--- config.mk ---
export PLATFORM = sky130hd
export DESIGN_NAME = cpu_press_gen
export DESIGN_NICKNAME = d
export VERILOG_FILES = /design/src/rtl/cpu_press_gen.sv
export SDC_FILE = /design/constraint.sdc
export NUM_CORES = 1
export LEC_CHECK = 0
export CAP_MARGIN = 20
export CORE_MARGIN = 2
export CORE_UTILIZATION = 40
export DETAILED_ROUTE_END_ITERATION = 12
export PLACE_DENSITY = 0.74
export SYNTH_ARGS = -nofsm -noshare
export SYNTH_HDL_FRONTEND = slang
export SYNTH_SLANG_ARGS = --single-unit
export TNS_END_PERCENT = 10
--- constraint.sdc ---
create_clock -name clk -period 5.09 [get_ports clk]
set_input_delay 0.7635 -clock clk [delete_from_list [all_inputs] [get_ports clk]]
set_output_delay 0.7635 -clock clk [all_outputs]
set_load 0.05 [all_outputs]
--- src/rtl/cpu_press_gen.sv ---
// cpu_press_gen: LFSR-driven computer-player press generator with a saturating press counter.
// Optional post-press lockout is enabled by defining CPU_PRESS_HOLDOFF_EN.
module cpu_press_gen #(
    parameter int             WIDTH   = 9,
    parameter logic [WIDTH:0] TAPS    = 'h240,
    parameter logic [WIDTH:0] SEED    = 'h001,
    parameter int             HOLDOFF = 4
) (
    input  logic             clk,
    input  logic             reset,
    input  logic             enable,
    input  logic [WIDTH-1:0] SW,
    output logic             press,
    output logic [WIDTH:0]   rnd,
    output logic [7:0]       press_cnt
);
    logic [WIDTH:0] lfsr_q;
    logic           hit;
    logic           fire;

    assign rnd = lfsr_q;
    // top LFSR bit gates the compare, roughly halving the press rate at any SW
    assign hit = !lfsr_q[WIDTH] && (SW > lfsr_q[WIDTH-1:0]);

`ifdef CPU_PRESS_HOLDOFF_EN
    logic [7:0] hold_q;

    assign fire = hit && enable && hold_q == 8'd0;

    always_ff @(posedge clk) begin
        if (reset)
            hold_q <= 8'd0;
        else if (fire)
            hold_q <= 8'(HOLDOFF);
        else if (hold_q != 8'd0)
            hold_q <= hold_q - 8'd1;
    end
`else
    assign fire = hit && enable;
`endif

    always_ff @(posedge clk) begin
        if (reset) begin
            lfsr_q    <= SEED;
            press     <= 1'b0;
            press_cnt <= 8'd0;
        end else begin
            if (lfsr_q == '0)
                lfsr_q <= SEED;
            else if (enable)
                lfsr_q <= {lfsr_q[WIDTH-1:0], ^(lfsr_q & TAPS)};
            press <= fire;
            if (fire && press_cnt != 8'hFF)
                press_cnt <= press_cnt + 8'd1;
        end
    end
endmodule
==> out/metrics.cfg <==
[logic_synthesis]
synthTopCellsByCount = 19 x dfxtp_1, 17 x nor2_1, 11 x inv_1
ys_ff_latch = 19
ys.warnings.count = 0
synth_nets = 144
yosysUniqueCellTypes = 32
synth_most_common_cell = dfxtp_1
ys_dominant_reg_cell = dfxtp_1
async_flop_share = 0
synth_edf_count = 0
synth_area_per_cell_sq_um = 8.97
syn_area_sq_um = 1090
yosysSeqAreaShare = 0.347
yosysTopAreaCellShare = 0.347
synth_area_leaders = dfxtp_1 35%, ha_1 11%, mux2i_1 9.1%, nor2_1 5.8%, mux2_2 5.1%
yosysTopAreaCell = dfxtp_1
synthCells = 122

[grt]
grt_start_max_net_pins = 20
use_met1 = 0.215
grt_usage = 0.157
met3_usage = 0.0276
top_usage_layer = met2
met2_usage = 0.232
grt_pass1_vias = 906
grt_overflow = 0
antenna_found_initial = 0
grt_pass1_wl_um = 4020

[final_layout]
areaGrowthSynthToFinish_pct = 31.3
multi_input_area_sq_um = 651
drive_gt1_frac = 0.0789
diodes = 0
nets = 175
seq_area_sq_um = 380
fill_cells = 236

[floorplanning]
rows = 18
dieArea_sq_um = 3170
core_sq_um = 2540
die_height_um = 56.3
fp.dieW_um = 56.3
io_pins = 31
start_util = 0.430

[power]
powerDensity_nw_per_um2 = 203
peakVddDrop_mv = 0.176
leakagePower_nw = 0.572

[sta]
worst_pin_slew_ns = 0.650
finalCriticalPeriod_ns = 2.73
rsz0062_at_grt = false
setup_viol = 0
setup_ws_ns = 2.36
fin_setup_tns_ns = 0
final_hold_viol_count = 0
period_share = 0.536
slew_headroom = 0.565
drv_slew = 0
fmax_ghz = 0.367
skew_ns = 0.000864

[place]
dp_hpwl_um = 1840
place_congestion = 0.841
post-place-ws_ns = 2.04
portBuffers = 30

[routing]
wl_um = 2340
drt_first_pass_iters = 4
ant_nets = 0
drc = 0
drt_iter0_drc = 16
vias_per_cell = 5.18
vias = 942
wl_per_cell_um = 12.9

[status]
status = complete, no violations

[critical_path]
crit_slowest_cell = or4_1
reg2reg_from = rnd[8]
start_kind = input pin
r2r-end = press_cnt[7]
crit_fanout = 5
crit_arrival_ns = 2.95
worstPathRequired_ns = 5.31
crit_chain = clkdlybuf4s50_1 -> ha_1 -> and4_1 -> a311oi_2 -> nand2_1 -> or4_1 -> a21oi_1
cpPeakStageDelay_ns = 0.49
ff2ff_setup_slack_ns = 2.76
reg2reg_depth = 7
endpoint_kind = flop
crit_type = in2reg

[worst_hold_path]
min_from = press_cnt[7]
hold_depth = 2
hold_path_class = reg2reg
whs_endpoint = press_cnt[7]

[cts]
clockBufferDepth = 2
hold_buffers = 0
clkSlewWorstSetupHoldPaths_ns = 0.10
clock_sinks = 19
post_cts_buffers = 0
cts_resized = 0
ctsRootBufferMaster = clkbuf_4
numCtsBuffers = 3
htreeDepth = 1
clock_latency_ns = 0.29
cts_tree = built

[flow_run]
maxCapViolations = 0

[layer usage]
metal | share of wire | up-vias
met5 | 0 | -
met4 | 0.024 | 0
met1 | 0.50 | 427
li1 | - | 491
met2 | 0.45 | 16
met3 | 0.019 | 8
[metrics by stage]
step	hold WS [ns]	total power [mW]	utilization	cell area, sq um	std cells
floorplan	0.714	0.200	-	1090	122
global placement	0.505	0.220	0.554	1410	178
detailed placement	0.510	0.221	0.554	1410	178
CTS	0.527	0.296	0.565	1440	182
global route	0.580	0.311	0.565	1440	182
finish	0.519	0.292	0.565	1440	182
[how the worst max path moves through the flow]
| stage | from | to | depth (start not counted) | slack [ns] |
|---|---|---|---|---|
| after global placement | SW[5] | press_cnt[7] | 7 | 2.15 |
| final | SW[4] | press_cnt[7] | 7 | 2.36 |
| after floorplan | SW[8] | press_cnt[7] | 6 | 2.67 |
| after CTS | SW[4] | press_cnt[7] | 7 | 2.36 |
| after detailed placement | SW[4] | press_cnt[7] | 7 | 2.04 |
| after global routing | SW[4] | press_cnt[7] | 7 | 2.23 |
[worst max-delay path: cells and delay by family]
kind	cells	cell delay, ns
AOI/OAI and AO/OA	2	0.50
adders and majority gates	1	0.34
buffers and inverters	1	0.42
and+or+nand+nor	3	0.92
[area by class of cell]
class,instances,share of cell area
tap,30,0.0261
timing repair buffer,30,0.209
inverter,11,0.0287
sequential,19,0.265
clock inverter,1,0.00348
clock buffer,3,0.0157
multi-input combinational,88,0.453
[registers in the layout (all words and copies together) (netlist names)]
name and cells:
press_cnt 8, press 1, rnd 10
[cell usage in the layout (no fill, tap or decap), types with 2 or more instances in the layout]
cell type / count
mux2i_1: 10
nand3_1: 3
nor3_1: 3
a21oi_1: 5
nor4_1: 2
mux2_2: 5
clkbuf_4: 3
and4_1: 3
nor2b_1: 5
nand2_1: 4
nand2b_1: 2
dfxtp_1: 19
inv_1: 11
nor3b_1: 2
ha_1: 10
nand4_1: 3
and3_1: 2
clkdlybuf4s50_1: 30
nor2_1: 17
[power breakdown]
group | internal (mW) | switching (mW) | total, mW
registers | 0.152 | 0.00417 | 0.157
logic | 0.0272 | 0.0341 | 0.0614
clock network | 0.0293 | 0.0443 | 0.0736
total | 0.209 | 0.0826 | 0.292
[logic make-up after synthesis]
| group | count (synthesis) | synth area share |
|---|---|---|
| mux | 15 | 0.143 |
| buf+inv | 15 | 0.0583 |
| flops | 19 | 0.347 |
| fa+ha+maj | 10 | 0.114 |
| compound gates | 13 | 0.0914 |
| xor+xnor | 1 | 0.00800 |
| simple gates | 49 | 0.238 |
(Power assumes the default switching activity.)
